`config.mk`:
```
export PLATFORM = sky130hd
export DESIGN_NAME = scoreboard_fwd_unit
export DESIGN_NICKNAME = d
export VERILOG_FILES = /design/src/rtl/cpu_pkg.sv /design/src/rtl/scoreboard_src_lookup.sv /design/src/rtl/scoreboard_fwd_unit.sv
export SDC_FILE = /design/constraint.sdc
export NUM_CORES = 1
export LEC_CHECK = 0
export CORE_MARGIN = 2
export CORE_UTILIZATION = 41
export CTS_CLUSTER_DIAMETER = 80
export CTS_CLUSTER_SIZE = 25
export DETAILED_ROUTE_END_ITERATION = 12
export GPL_TIMING_DRIVEN = 0
export PLACE_DENSITY = 0.82
export SYNTH_ARGS = -nofsm -noshare
export SYNTH_HDL_FRONTEND = slang
export SYNTH_HIERARCHICAL = 1
export SYNTH_SLANG_ARGS = --single-unit
```
`constraint.sdc`:
```
create_clock -name clk -period 4 [get_ports clk]
set_input_delay 0.6 -clock clk [delete_from_list [all_inputs] [get_ports clk]]
set_output_delay 0.6 -clock clk [all_outputs]
set_load 0.02 [all_outputs]
```
`src/rtl/cpu_pkg.sv`:
```
// Shared types and constants for the decode-stage scoreboard and forwarding logic.
package cpu_pkg;

    // Wide enough for a ready-stage field of any pipeline up to 16 tracked stages
    localparam int READY_MAX_W = 4;

    localparam logic [READY_MAX_W-1:0] READY_EX  = 4'd0;
    localparam logic [READY_MAX_W-1:0] READY_MEM = 4'd1;
    localparam logic [READY_MAX_W-1:0] READY_WB  = 4'd2;

    localparam logic [READY_MAX_W:0] FWD_FROM_RF = '1;

    typedef struct packed {
        logic                   valid;
        logic [4:0]             idx;
        logic [READY_MAX_W-1:0] ready;
    } sb_entry_t;

endpackage

```
`src/rtl/scoreboard_src_lookup.sv`:
```
// Priority search of the scoreboard for one source operand: youngest matching
// producer decides between forwarding from its stage or stalling.
module scoreboard_src_lookup
    import cpu_pkg::*;
#(
    parameter int DEPTH = 3,
    parameter int RS_W  = $clog2(DEPTH)
) (
    input  sb_entry_t [DEPTH-1:0] entries,
    input  logic [4:0]            src_idx,
    input  logic                  src_used,
    output logic                  hit,
    output logic [RS_W:0]         stage,
    output logic                  must_stall
);

    // Walk oldest to youngest so the youngest match overwrites any older one
    always_comb begin
        hit        = 1'b0;
        stage      = FWD_FROM_RF[RS_W:0];
        must_stall = 1'b0;
        if (src_used && src_idx != 5'd0) begin
            for (int k = DEPTH - 1; k >= 0; k--) begin
                if (entries[k].valid && entries[k].idx == src_idx) begin
                    if (READY_MAX_W'(k) >= entries[k].ready) begin
                        hit        = 1'b1;
                        stage      = (RS_W + 1)'(k);
                        must_stall = 1'b0;
                    end else begin
                        hit        = 1'b0;
                        stage      = FWD_FROM_RF[RS_W:0];
                        must_stall = 1'b1;
                    end
                end
            end
        end
    end

endmodule

```
`src/rtl/scoreboard_fwd_unit.sv`:
```
// Decode-stage hazard unit: shift-register scoreboard of in-flight destinations,
// per-source operand forwarding, load-use/multi-cycle stall and a stall counter.
module scoreboard_fwd_unit
    import cpu_pkg::*;
#(
    parameter int XLEN    = 32,
    parameter int NUM_SRC = 2,
    parameter int DEPTH   = 3,
    parameter int RS_W    = $clog2(DEPTH),
    parameter int CNT_W   = 32
) (
    input  logic                       clk,
    input  logic                       rst,
    input  logic                       id_issue,
    input  logic                       id_flush,
    input  logic                       pipe_hold,
    input  logic                       id_reg_wr,
    input  logic [4:0]                 id_dest_idx,
    input  logic [RS_W-1:0]            id_ready_stage,
    input  logic [NUM_SRC*5-1:0]       src_idx,
    input  logic [NUM_SRC-1:0]         src_used,
    input  logic [NUM_SRC*XLEN-1:0]    rf_data,
    input  logic [DEPTH*XLEN-1:0]      stage_data,
    input  logic                       wb_wr_en,
    input  logic [4:0]                 wb_wr_idx,
    input  logic [XLEN-1:0]            wb_wr_data,
    output logic [NUM_SRC*XLEN-1:0]    src_value,
    output logic [NUM_SRC*(RS_W+1)-1:0] src_fwd_stage,
    output logic                       stall,
    output logic [CNT_W-1:0]           stall_count
);

    sb_entry_t [DEPTH-1:0] entries;
    sb_entry_t             new_entry;
    logic [NUM_SRC-1:0]    src_stall;
    logic [XLEN-1:0]       stage_arr [DEPTH];

    always_comb begin
        for (int k = 0; k < DEPTH; k++) begin
            stage_arr[k] = stage_data[k*XLEN +: XLEN];
        end
    end

    for (genvar s = 0; s < NUM_SRC; s++) begin : g_src
        logic            hit;
        logic [RS_W:0]   stage;
        logic [4:0]      idx;
        logic [XLEN-1:0] rf;
        logic [XLEN-1:0] value;

        assign idx = src_idx[s*5 +: 5];
        assign rf  = rf_data[s*XLEN +: XLEN];

        scoreboard_src_lookup #(
            .DEPTH (DEPTH),
            .RS_W  (RS_W)
        ) u_lookup (
            .entries    (entries),
            .src_idx    (idx),
            .src_used   (src_used[s]),
            .hit        (hit),
            .stage      (stage),
            .must_stall (src_stall[s])
        );

        // x0 is hard-wired zero; a same-cycle regfile write is bypassed when nothing younger is in flight
        always_comb begin
            if (idx == 5'd0) begin
                value = '0;
            end else if (hit) begin
                value = stage_arr[stage[RS_W-1:0]];
            end else if (src_used[s] && !src_stall[s] && wb_wr_en && wb_wr_idx == idx) begin
                value = wb_wr_data;
            end else begin
                value = rf;
            end
        end

        assign src_value[s*XLEN +: XLEN]         = value;
        assign src_fwd_stage[s*(RS_W+1) +: RS_W+1] = stage;
    end

    assign stall = id_issue & ~id_flush & (|src_stall);

    // A stalled, flushed or non-writing instruction enters the pipe as a bubble
    always_comb begin
        new_entry.valid = id_issue & ~stall & ~id_flush & id_reg_wr & (id_dest_idx != 5'd0);
        new_entry.idx   = id_dest_idx;
        new_entry.ready = READY_MAX_W'(id_ready_stage);
    end

    always_ff @(posedge clk or negedge rst) begin
        if (!rst) begin
            for (int k = 0; k < DEPTH; k++) begin
                entries[k] <= '{valid: 1'b0, idx: 5'd0, ready: READY_EX};
            end
            stall_count <= '0;
        end else if (!pipe_hold) begin
            for (int k = DEPTH - 1; k > 0; k--) begin
                entries[k] <= entries[k-1];
            end
            entries[0] <= new_entry;
            if (stall && stall_count != '1) begin
                stall_count <= stall_count + CNT_W'(1);
            end
        end
    end

endmodule

```
### Yosys cells after proc, flatten, opt, wreduce, memory -nomap -nowiden

Cells that the tools add are included.

* multiplexer cells: 45
* reduce and logical (&&, ||, !) cells: 24
* add/sub/neg operators: 1
* bitwise operators: 11
* order comparisons: 5
* equality and inequality tests: 9

Operators by type and width (number)
* 32-bit two-way mux: 10
* 32-bit binary-select mux with 2-bit select: 2
* 5-bit equality test: 8
* 3-bit two-way mux: 11
* 32-bit by 1-bit adder with 32-bit output (second input constant): 1
* 32-bit inequality test (second input constant): 1
* 1-bit two-way mux: 22
* 1-bit logical AND: 15
* 5-bit nonzero test: 3
* 5-bit logical NOT: 2
* 1-bit bitwise AND: 6
* 3-bit >= comparator (second input constant): 2
* 2-bit inverter with 3-bit output: 2
* 1-bit by 2-bit >= comparator with 1-bit output (first input constant): 2
* 1-bit inverter: 3
* 2-bit >= comparator (first input constant): 1
* 1-bit logical NOT: 2
* 2-bit AND reduction: 1
* 2-bit OR reduction: 1

* word-level logic and storage cells: 105
* output and inout port bits: 103
* input bits: 223
* bits in registers: 56

### Longest topological paths before layout

Gate-level depths: netlist of the first run.

* word-level depth: 13
* gate-level depth with buffers: 14
* depth with buffers taken out: 10

### By module

Netlist of the first run, hierarchy kept.

By module, submodules not included
* scoreboard_fwd_unit: cells each 633, area each 5630.4 um^2, times used 1
* scoreboard_src_lookup: cells each 47, area each 352.8 um^2, times used 2

### Worst setup path after synthesis of the first run

No wires, ideal clock.

* path kind: in2out
* start point: in src_idx[4]
* end point: out src_value[30]
* setup slack: 0.052 ns
* required time: 3.400 ns
* buffers on the path: 2
* arrival time: 3.348 ns
* cell stages on the path: 10
* path through: xor2_1 > nor4_1 > nand3_1 > nor4b_1 > o21bai_1 > nor2b_1 > clkbuf_1 > clkbuf_1 > a211oi_1 > a211oi_1

* elaborated cells between the ends (all ways): 33
* classes of those cells: 4 x eq/ne; 18 x mux; 1 x bitwise; 10 x reduce/logical

RTL lines
* start: declaration: line scoreboard_fwd_unit.sv:20 `input logic [NUM_SRC*5-1:0] src_idx,`
* 5-bit equality test: line scoreboard_src_lookup.sv:24 `if (entries[k].valid && entries[k].idx == src_idx) begin`
* 1-bit logical AND: line scoreboard_src_lookup.sv:24
* 3-bit two-way mux (3 in a row): line scoreboard_src_lookup.sv:24
* 3-bit two-way mux (*): line scoreboard_src_lookup.sv:22 `if (src_used && src_idx != 5'd0) begin`
* named net src_fwd_stage[0]: line scoreboard_fwd_unit.sv:28 `output logic [NUM_SRC*(RS_W+1)-1:0] src_fwd_stage,`
* 2-bit inverter with 3-bit output (implied by the code) (*): line scoreboard_fwd_unit.sv:71 `value = stage_arr[stage[RS_W-1:0]];`
* 32-bit binary-select mux with 2-bit select (*): line scoreboard_fwd_unit.sv:71
* 32-bit two-way mux (implied by the code) (*) (2 in a row): line scoreboard_fwd_unit.sv:71
* 32-bit two-way mux (*): line scoreboard_fwd_unit.sv:70 `end else if (hit) begin`
* 32-bit two-way mux (*): line scoreboard_fwd_unit.sv:68 `if (idx == 5'd0) begin`
* end: declaration: line scoreboard_fwd_unit.sv:27 `output logic [NUM_SRC*XLEN-1:0] src_value,`

Mark *: on every way through the listed nets, which the timed path passes. The rest lies on a longest branch. The select of a mux whose other input is x is not followed.

### Worst setup path after layout of the first run

* start point: in src_idx[7]
* end point: out src_value[49]

* longest elaborated chain between the ends: 13
* elaborated cells between the ends (all ways): 33
* classes of those cells: 4 x eq/ne; 18 x mux; 1 x bitwise; 10 x reduce/logical

RTL lines
* 5-bit equality test: line scoreboard_src_lookup.sv:24
* 1-bit logical AND: line scoreboard_src_lookup.sv:24
* 1-bit two-way mux (3 in a row): line scoreboard_src_lookup.sv:24
* 1-bit two-way mux (*): line scoreboard_src_lookup.sv:22
* named net src_stall[1]: line scoreboard_fwd_unit.sv:35 `logic [NUM_SRC-1:0] src_stall;`
* 1-bit logical NOT (*): line scoreboard_fwd_unit.sv:72 `end else if (src_used[s] && !src_stall[s] && wb_wr_en && wb_wr_idx == idx) begin`
* 1-bit logical AND (*) (3 in a row): line scoreboard_fwd_unit.sv:72
* 32-bit two-way mux (*): line scoreboard_fwd_unit.sv:72
* 32-bit two-way mux (*): line scoreboard_fwd_unit.sv:70
* 32-bit two-way mux (*): line scoreboard_fwd_unit.sv:68

Marked as above.

==> flow_summary.toml, run 1 <==
[synthesis]
synth_ff_type = "dfrtp_1"
synthCells = 727
ys_seq_area_share_pct = 22.12
synth_edf_count = 0
synth.cell_area_um2 = 6336
async_flop_share_pct = 100.0
avgSynthCellArea_um2 = 8.715
ys_ff_latch = 56
synth_cell_type_count = 53
yosysWarnings = 6

[critical_path]
rrSetupSlack_ns = 0.45
r2r-start = "entries[26]$_DFFE_PN0N_"
endpoint = "src_value[49]"
startpoint = "src_idx[7]"
worstRegToRegCells = 11
worstPathArrival_ns = 3.33
critPathMaxFanout = 10
cp_data_required_time_ns = 3.40
crit_path_start_kind = "primary input"
cp-end-kind = "output pin"
timing.rr.end = "stall_count[31]$_DFFE_PN0P_"
worstSetupPathType = "primary input to output pin"

[power_and_ir_drop]
pwr_density_cell_nw_per_um2 = 177.6
peakVddDrop_v = 0.0002631
p_leak_uw = 0.004896
fin_total_pwr_uw = 1827

[floorplan]
die_y_um = 128.3
ios = 326
initial_core_util_pct = 41.83
num_rows = 45
die_w_um = 128.3
dieArea_um2 = 16460
coreArea_um2 = 15150

[global_routing]
grt_pass1_vias = 7202
antenna_found_initial = 7
grt_start_max_net_pins = 42
gr-total-overflow = 0
grt_first_pass_wirelength_mm = 41.80
grt_usage_pct = 32.73

[clock_network]
cts_tree = "yes"
clock_path_buffers = 2
path_clk_slew_ns = 0.08
cts_root_buf = "clkbuf_16"
htreeDepth = 2
postCtsHoldBufs = 0
worstSkewPairLatency_ns = 0.30
numCtsBuffers = 5
cts.sinks = 56

[timing]
worstMarginPinSlew_ns = 0.7129
slew_violations = 0
fmax_mhz = 254.5
rsz0062_at_grt = "true"
skew_ns = 0.007630
relSlewSlack_pct = 52.08
setup_violations = 0
hold_violations = 0
min_period_over_period_pct = 98.24
fin_crit_ns = 3.930

[hold_path]
hp-class = "primary input to async pin"

[flow_run]
drv_cap = 0

[detailed_routing]
drtIter0Drc = 670
totalWireLength_mm = 29.40
wl_per_cell_um = 22.83
viasPerCell = 5.971
num_vias = 7691
drt-pass1-iter-count = 7
drtAntennaViolNets = 0
drc = 0

[layout]
drive_gt1_share_pct = 21.32
fin_util_pct = 67.91
final_area_um2 = 10290
stdcell_count = 1288
syn2layout_area_growth_pct = 62.34
finalNetCount = 1316

[place]
io_buffers = 324
gp_congestion = 0.9752
place_area_um2 = 9886
dp.cells = 1255
dp_hpwl_mm = 22.08

[status]
outcome = "finished clean"
## repair_timing
item                                   4_1_cts  5_1_grt
setup endpoints to repair                   72       64
setup buffers                                9        9
resized for setup                          275      120
pin swaps                                    9       17
gates cloned                                 1        1
endpoints found under the hold margin        0        0
## kinds of logic after synthesis
group                    after synthesis  share of synthesized area, %
XOR/XNOR                              70                         9.913
other                                  1                       0.05918
AO/OA/AOI/OAI                        182                         20.00
buffers and inverters                 71                         4.719
flip-flops                            56                         22.12
AND/OR/NAND/NOR                      194                         16.09
multiplexers                         152                         26.90
adder cells (fa/ha/maj)                1                        0.1974
## worst max-delay path, cell delays in order
cell	delay, ns
clkbuf_4	0.17
xnor2_2	0.17
nand4_1	0.15
or4_1	0.50
a22o_1	0.21
a211oi_2	0.28
nor2b_2	0.09
nand4_4	0.17
buf_12	0.15
buf_12	0.15
mux2_4	0.30
o211a_1	0.20
clkbuf_2	0.17
## synthesized netlist by cell type, types with 4 or more instances
| master | instances | area share [%] |
|---|---|---|
| buf_2 | 8 | 0.63 |
| mux2_2 | 26 | 4.6 |
| buf_1 | 4 | 0.24 |
| clkbuf_1 | 44 | 2.6 |
| xnor2_1 | 30 | 4.1 |
| or4_1 | 6 | 0.71 |
| nand4_1 | 17 | 1.7 |
| o211a_1 | 32 | 5.1 |
| mux2_4 | 30 | 7.1 |
| o22ai_1 | 31 | 3.1 |
| o21bai_1 | 4 | 0.47 |
| inv_1 | 11 | 0.65 |
| o211ai_1 | 32 | 3.8 |
| nor3_1 | 13 | 1.0 |
| nor4_1 | 10 | 0.99 |
| mux2i_1 | 96 | 15 |
| xor2_1 | 38 | 5.3 |
| nor2b_1 | 4 | 0.39 |
| a21oi_1 | 32 | 2.5 |
| o21ai_0 | 34 | 2.7 |
| and2_1 | 4 | 0.39 |
| nand2_1 | 77 | 4.6 |
| nand3_1 | 16 | 1.3 |
| a211oi_1 | 6 | 0.71 |
| and3_1 | 9 | 0.89 |
| dfrtp_1 | 56 | 22 |
| nor2_1 | 17 | 1.0 |
## metal layers
layer	vias to the layer above	GRT usage (%)	routed length, um
met3	90	8.932	3215
met1	3648	42.18	11440
li1	3457	-	-
met4	4	12.28	1126
met5	-	0	23
met2	492	52.50	13600
## registers in the layout, indices dropped and copies added, names as in the netlist
register,cells
entries,24
stall_count,32
## cells in the final DEF, fill, tap and decap left out, types with 11 or more instances in the layout
master           Yosys  routed
nand4_1             17      17
nor2_1              17      17
mux2_2              26      26
o211a_1             32      32
o22ai_1             31      30
buf_2                8      35
clkbuf_1            44      17
o21ai_0             34      32
mux2i_1             96      93
clkbuf_2             0      37
nand3_1             16      16
o211ai_1            32      32
conb_1               1      16
a21oi_1             32      29
inv_1               11      11
buf_4                0      28
clkdlybuf4s50_1      0     249
nor3_1              13      13
xnor2_1             30      26
dfrtp_1             56      53
mux2_4              30      30
xor2_1              38      38
nand2_1             77      77
## cell type report
class / count / area, um2
timing repair buffer: 345 / 3164
fill: 1239 / 4860
sequential: 56 / 1405
inverter: 12 / 45.04
buffer: 57 / 416.7
tap: 188 / 235.2
clock inverter: 3 / 22.52
clock buffer: 5 / 125.1
multi-input combinational: 615 / 4855
antenna: 7 / 17.52
## metrics by stage
step / worst slack, ns / setup TNS (ns) / hold slack (ns)
3_5_place_dp: -1.713 / -98.14 / 0.4984
4_1_cts: -0.001720 / -0.001720 / 0.2231
5_1_grt: -0.07037 / -0.9527 / 0.2231
3_3_place_gp: -1.738 / -98.50 / 0.4801
6_report: 0.07049 / 0 / 0.2159
2_1_floorplan: 0.05233 / 0 / 0.3044
## report_power, final
part,leakage (uW),internal (uW),total (uW),switching (uW)
Combinational,0.00411,405,727,323
Clock,0.0000742,235,445,210
Sequential,0.000715,603,654,51.2
Total,0.00490,1240,1830,584
## worst min path at each step
| stage | start | endpoint | slack (ns) | cells after the start |
|---|---|---|---|---|
| floorplan | rst | entries[0]$_DFFE_PN0N_ | 0.30 | 0 |
| global placement | entries[10]$_DFFE_PN0N_ | entries[20]$_DFFE_PN0N_ | 0.48 | 1 |
| detailed placement | entries[10]$_DFFE_PN0N_ | entries[10]$_DFFE_PN0N_ | 0.50 | 1 |
| CTS | rst | stall_count[18]$_DFFE_PN0P_ | 0.22 | 1 |
| global route | rst | stall_count[13]$_DFFE_PN0P_ | 0.22 | 1 |
| finish | rst | stall_count[18]$_DFFE_PN0P_ | 0.22 | 1 |
(Power assumes the default switching activity.)
==> run 2: changes to the inputs <==
Settings changed: CORE_AREA from default to 2 2 127 129, CORE_MARGIN 2 to default, CORE_UTILIZATION 41 to default, DIE_AREA from default to 0 0 129 131.
Clock period 4 ns to 4.79 ns, I/O delays scaled along.
==> run 2 against run 1 <==
Sequential power shrank 17%. Via count shrank 3.5%. Largest cell class unchanged. Flip-flop and latch count is the same. Critical path depth shrank 1. Die area grew 2.6%. Wire length shrank 6.7%. Non-clock buffer count shrank 16. Hold slack gained 0.13 ns. Cell count grew 0.78%. Setup slack gained 0.054 ns.
==> flow_summary.toml, run 2 (same netlist as run 1, synthesis figures left out) <==
[global_routing]
grt.met3_usage_pct = 8.510
busiest_layer = "met2"
grt_pass1_vias = 7132
antenna_found_initial = 6
grt_util_met1_pct = 39.50
gr-total-overflow = 0
grt_usage_pct = 30.78
use_met2_pct = 49.92
grt_start_max_net_pins = 41
grt_first_pass_wirelength_mm = 40.45

[power_and_ir_drop]
pwr-share-comb_pct = 39.6
clkPwrFrac_pct = 24.1
fin_total_pwr_uw = 1494
p_leak_uw = 0.004796
p_int_uw = 1038
sequentialPowerShare_pct = 36.3
power_switching_uw = 456.3
peakVddDrop_v = 0.0002528
sw_frac_of_total_pct = 30.54
pwr_density_cell_nw_per_um2 = 146.5

[detailed_routing]
viasPerCell = 5.715
drc = 0
wl_per_cell_um = 21.14
drtIter0Drc = 498
totalWireLength_mm = 27.44
drtAntennaViolNets = 0
num_vias = 7418
drt-pass1-iter-count = 6

[critical_path]
cp_data_required_time_ns = 4.07
worstRegToRegCells = 10
cp-end-kind = "output pin"
worstSetupPathType = "primary input to output pin"
r2r-start = "entries[24]$_DFFE_PN0N_"
worstPathArrival_ns = 3.95
rrSetupSlack_ns = 1.31
critPathMaxFanout = 10
crit_path_start_kind = "primary input"
path_cells = "clkdlybuf4s15_2, xnor2_2, nand4_1, or4_1, a22o_1, a211oi_2, nor2b_1, nand4_2, buf_6, mux2_4, o211a_1, clkdlybuf4s50_1"
critical_path.top_delay_family = "buffers and inverters"
timing.rr.end = "stall_count[25]$_DFFE_PN0P_"
slowest_stage = "or4_1"
cp_num_buf_inv = 3
cpPeakStageDelay_ns = 0.54

[floorplan]
num_rows = 46
coreArea_um2 = 15600
dieArea_um2 = 16900
die_w_um = 129
die_y_um = 131
ios = 326
initial_core_util_pct = 40.62

[place]
gp_congestion = 0.9839
io_buffers = 324
place_ws_ns = -1.052
dp_hpwl_mm = 21.85

[layout]
reg_top3 = "stall_count (32), entries (24)"
largest_reg_flops = 32
largest_register = "stall_count"
n_fill_cell = 1348
area.sequential_um2 = 1401
fin_util_pct = 65.39
drive_gt1_share_pct = 12.16
finalNetCount = 1300
final_cell_mix = "clkdlybuf4s50_1, mux2i_1, nand2_1, dfrtp_1, xor2_1"
layout_commonest_cell = "clkdlybuf4s50_1"
syn2layout_area_growth_pct = 60.96
multi_input_area_um2 = 4778

[timing]
min_period_over_period_pct = 97.41
whs_ns = 0.3483
worstMarginPinSlew_ns = 0.6594
relSlewSlack_pct = 55.70
fin_setup_tns_ns = 0
setup_violations = 0
fin_crit_ns = 4.666
skew_ns = 0.008124
hold_violations = 0
finalWorstSetupSlack_ns = 0.1241
slew_violations = 0
fmax_mhz = 214.3

[clock_network]
postCtsHoldBufs = 0
path_clk_slew_ns = 0.07
clock_path_buffers = 2
numCtsBuffers = 5
htreeDepth = 2
cts.sinks = 56
cts_tree = "yes"
cts_root_buf = "clkbuf_16"
worstSkewPairLatency_ns = 0.29

[flow_run]
drv_cap = 0

[hold_path]
hp-class = "primary input to async pin"

[status]
outcome = "finished clean"
[run 2: changes by cell type in the layout (fill, tap and decap cells not counted), sizes merged, moves of 2 or more]
cell,before,now
buf,78,21
dlymetal6s2s,0,3
clkbuf,70,51
diode,7,5
clkdlybuf4s50,249,278
dlygate4sd2,0,37
clkdlybuf4s15,9,1
[run 2: power by group through the flow]
stage / combinational, uW / sequential, uW / clock, uW
3_5_place_dp: 579 / 549 / 0
5_1_grt: 627 / 548 / 389
3_3_place_gp: 571 / 547 / 0
6_report: 591 / 543 / 360
4_1_cts: 580 / 540 / 369
2_1_floorplan: 245 / 541 / 0
[run 2: cell type report]
type | instances | share of cell area [%]
multi-input combinational | 615 | 46.85
timing repair buffer | 329 | 31.68
sequential | 56 | 13.74
buffer | 57 | 3.079
tap | 216 | 2.650
clock buffer | 5 | 1.227
inverter | 12 | 0.4417
clock inverter | 3 | 0.2086
antenna | 5 | 0.1227
[run 2: worst max-delay path by stage]
stage                     slack, ns            end  cells after the start  startpoint
after floorplan                0.61  src_value[30]                     10  src_idx[4]
after global placement        -1.09  src_value[30]                     12  src_idx[1]
after detailed placement      -1.05  src_value[30]                     12  src_idx[1]
after CTS                     0.006  src_value[35]                     12  src_idx[5]
after global routing        -0.0005  src_value[60]                     14  src_idx[6]
final                          0.12  src_value[47]                     12  src_idx[6]
[run 2: metal layers]
layer  share of wire (%)  vias to the layer above  wire length (um)
met4                 3.6                        2               988
li1                    -                     3429                 -
met5               0.051                        -                14
met3                  10                       75              2872
met1                  40                     3501             10920
met2                  46                      411             12650
[run 2: worst reg2reg max path, cell delays in order (launching register included)]
cell and delay [ns]:
dfrtp_1 0.44, xnor2_2 0.18, nand4_1 0.13, or4_1 0.54
a22o_1 0.21, a211oi_2 0.27, nor2_1 0.19, nor4_2 0.63
nand4_1 0.32, nor3b_1 0.33, xor2_1 0.17
[run 2: what timing repair did]
item                                    in CTS  in global routing
setup buffers                                4                  0
resized for setup                           92                 17
pin swaps                                    2                  0
hold endpoints to repair                     0                  0
endpoints found under the setup margin      64                 57
cloned                                       0                  0
[run 2: through the flow]
step | instances | area (um2)
global placement | 1282 | 9906
global route | 1295 | 10190
CTS | 1293 | 10160
finish | 1298 | 10200
floorplan | 742 | 6392
detailed placement | 1283 | 9921
==> run 3: changes to the inputs <==
Settings changed: SLEW_MARGIN from default to 20.
==> run 3 against run 2 <==
Register-to-register slack got worse by 0.03 ns. Non-clock buffer count fell by 2. Setup slack got worse by 0.040 ns. Sequential power barely moved. Power rose by 1.1%. Clock power rose by 5.6%.
==> flow_summary.toml, run 3 (same netlist as run 1, synthesis figures left out) <==
[status]
outcome = "finished clean"

[layout]
drive_gt1_share_pct = 11.91
largest_register = "stall_count"
syn2layout_area_growth_pct = 61.67
final_cell_mix = "clkdlybuf4s50_1, mux2i_1, nand2_1, dfrtp_1, xor2_1"
finalNetCount = 1298
layout_commonest_cell = "clkdlybuf4s50_1"
largest_reg_flops = 32
n_fill_cell = 1300
reg_top3 = "stall_count (32), entries (24)"
multi_input_area_um2 = 4771
area.sequential_um2 = 1401

[power_and_ir_drop]
p_int_uw = 1052
fin_total_pwr_uw = 1511
power_switching_uw = 459.1
clkPwrFrac_pct = 25.1
pwr_density_cell_nw_per_um2 = 147.5
p_leak_uw = 0.004955
peakVddDrop_v = 0.0001886
sw_frac_of_total_pct = 30.38
pwr-share-comb_pct = 39.0
sequentialPowerShare_pct = 35.8

[global_routing]
grt_start_max_net_pins = 57
antenna_found_initial = 4
gr-total-overflow = 0
grt_pass1_vias = 6993
grt_usage_pct = 30.49
grt_first_pass_wirelength_mm = 40.01

[clock_network]
cts_tree = "yes"
cts_root_buf = "clkbuf_16"
cts.sinks = 56
path_clk_slew_ns = 0.07
postCtsHoldBufs = 0
htreeDepth = 2
numCtsBuffers = 5
clock_path_buffers = 2
worstSkewPairLatency_ns = 0.29

[floorplan]
coreArea_um2 = 15600
initial_core_util_pct = 40.62
ios = 326
dieArea_um2 = 16900
die_y_um = 131
die_w_um = 129
num_rows = 46

[timing]
worstMarginPinSlew_ns = 0.7427
setup_violations = 0
skew_ns = 0.006634
rsz0062_at_grt = "true"
relSlewSlack_pct = 50.10
finalWorstSetupSlack_ns = 0.08437
fin_crit_ns = 4.706
min_period_over_period_pct = 98.24
hold_violations = 0
fmax_mhz = 212.5
slew_violations = 0
whs_ns = 0.4515

[detailed_routing]
wl_per_cell_um = 21.26
totalWireLength_mm = 27.51
drt-pass1-iter-count = 5
drtAntennaViolNets = 0
viasPerCell = 5.730
num_vias = 7414
drtIter0Drc = 530
drc = 0

[critical_path]
worstRegToRegCells = 10
worstSetupPathType = "primary input to output pin"
critPathMaxFanout = 10
r2r-start = "entries[24]$_DFFE_PN0N_"
startpoint = "src_idx[5]"
rrSetupSlack_ns = 1.28
cp_data_required_time_ns = 4.07
timing.rr.end = "stall_count[31]$_DFFE_PN0P_"
worstPathArrival_ns = 3.99
cp-end-kind = "output pin"
crit_path_start_kind = "primary input"

[place]
gp_congestion = 0.9839
place_ws_ns = -1.091
dp_hpwl_mm = 21.66
io_buffers = 324

[flow_run]
drv_cap = 0

[hold_path]
hp-class = "primary input to async pin"
[run 3: layout make-up]
class | count | share of cell area [%]
sequential | 56 | 13.68
tap | 216 | 2.638
multi-input combinational | 615 | 46.57
buffer | 57 | 3.066
antenna | 3 | 0.07329
inverter | 12 | 0.4397
clock inverter | 2 | 0.1344
clock buffer | 6 | 1.356
timing repair buffer | 327 | 32.04
[run 3: power groups by stage]
stage,Clock (uW),Sequential (uW),Combinational [uW]
floorplan,0,541,245
global placement,0,547,571
detailed placement,0,549,577
CTS,383,540,579
global route,402,547,626
finish,380,541,590
[run 3: worst max path at each step]
stage               endpoint  slack (ns)
6_report       src_value[47]        0.08
5_1_grt        src_value[47]      -0.007
4_1_cts         src_value[9]      -0.008
3_5_place_dp   src_value[30]       -1.09
3_3_place_gp   src_value[30]       -1.09
2_1_floorplan  src_value[30]        0.61
[run 3: what timing repair did]
item | 4_1_cts | 5_1_grt
resized for setup | 86 | 33
pin swaps | 1 | 2
endpoints found under the setup margin | 64 | 60
buffers inserted | 2 | 1
[run 3: layer usage]
metal	up-vias	wire length [um]	GRT usage [%]	part of all wire, %
met5	-	10	0	0.036
met4	2	845	10.42	3.1
met3	60	2815	7.899	10
met2	417	12780	49.61	46
met1	3520	11060	39.50	40
li1	3415	-	-	-
[run 3: stage by stage]
stage	cells	instance area, um2	util (%)	TNS [ns]
after CTS	1290	10140	65.02	-0.007659
after global placement	1282	9906	63.51	-54.55
after floorplan	742	6392	-	0
final	1294	10240	65.67	0
after global routing	1292	10240	65.64	-0.007466
after detailed placement	1282	9903	63.49	-57.15
[run 3: critical path, cell delays in order]
cell             delay (ns)
clkdlybuf4s15_2        0.28
xnor2_1                0.24
nand4_1                0.13
or4_1                  0.53
a22o_1                 0.20
a211oi_2               0.27
nor2b_1                0.09
nand4_2                0.20
buf_6                  0.23
mux2_4                 0.32
o211a_1                0.22
clkdlybuf4s50_1        0.54
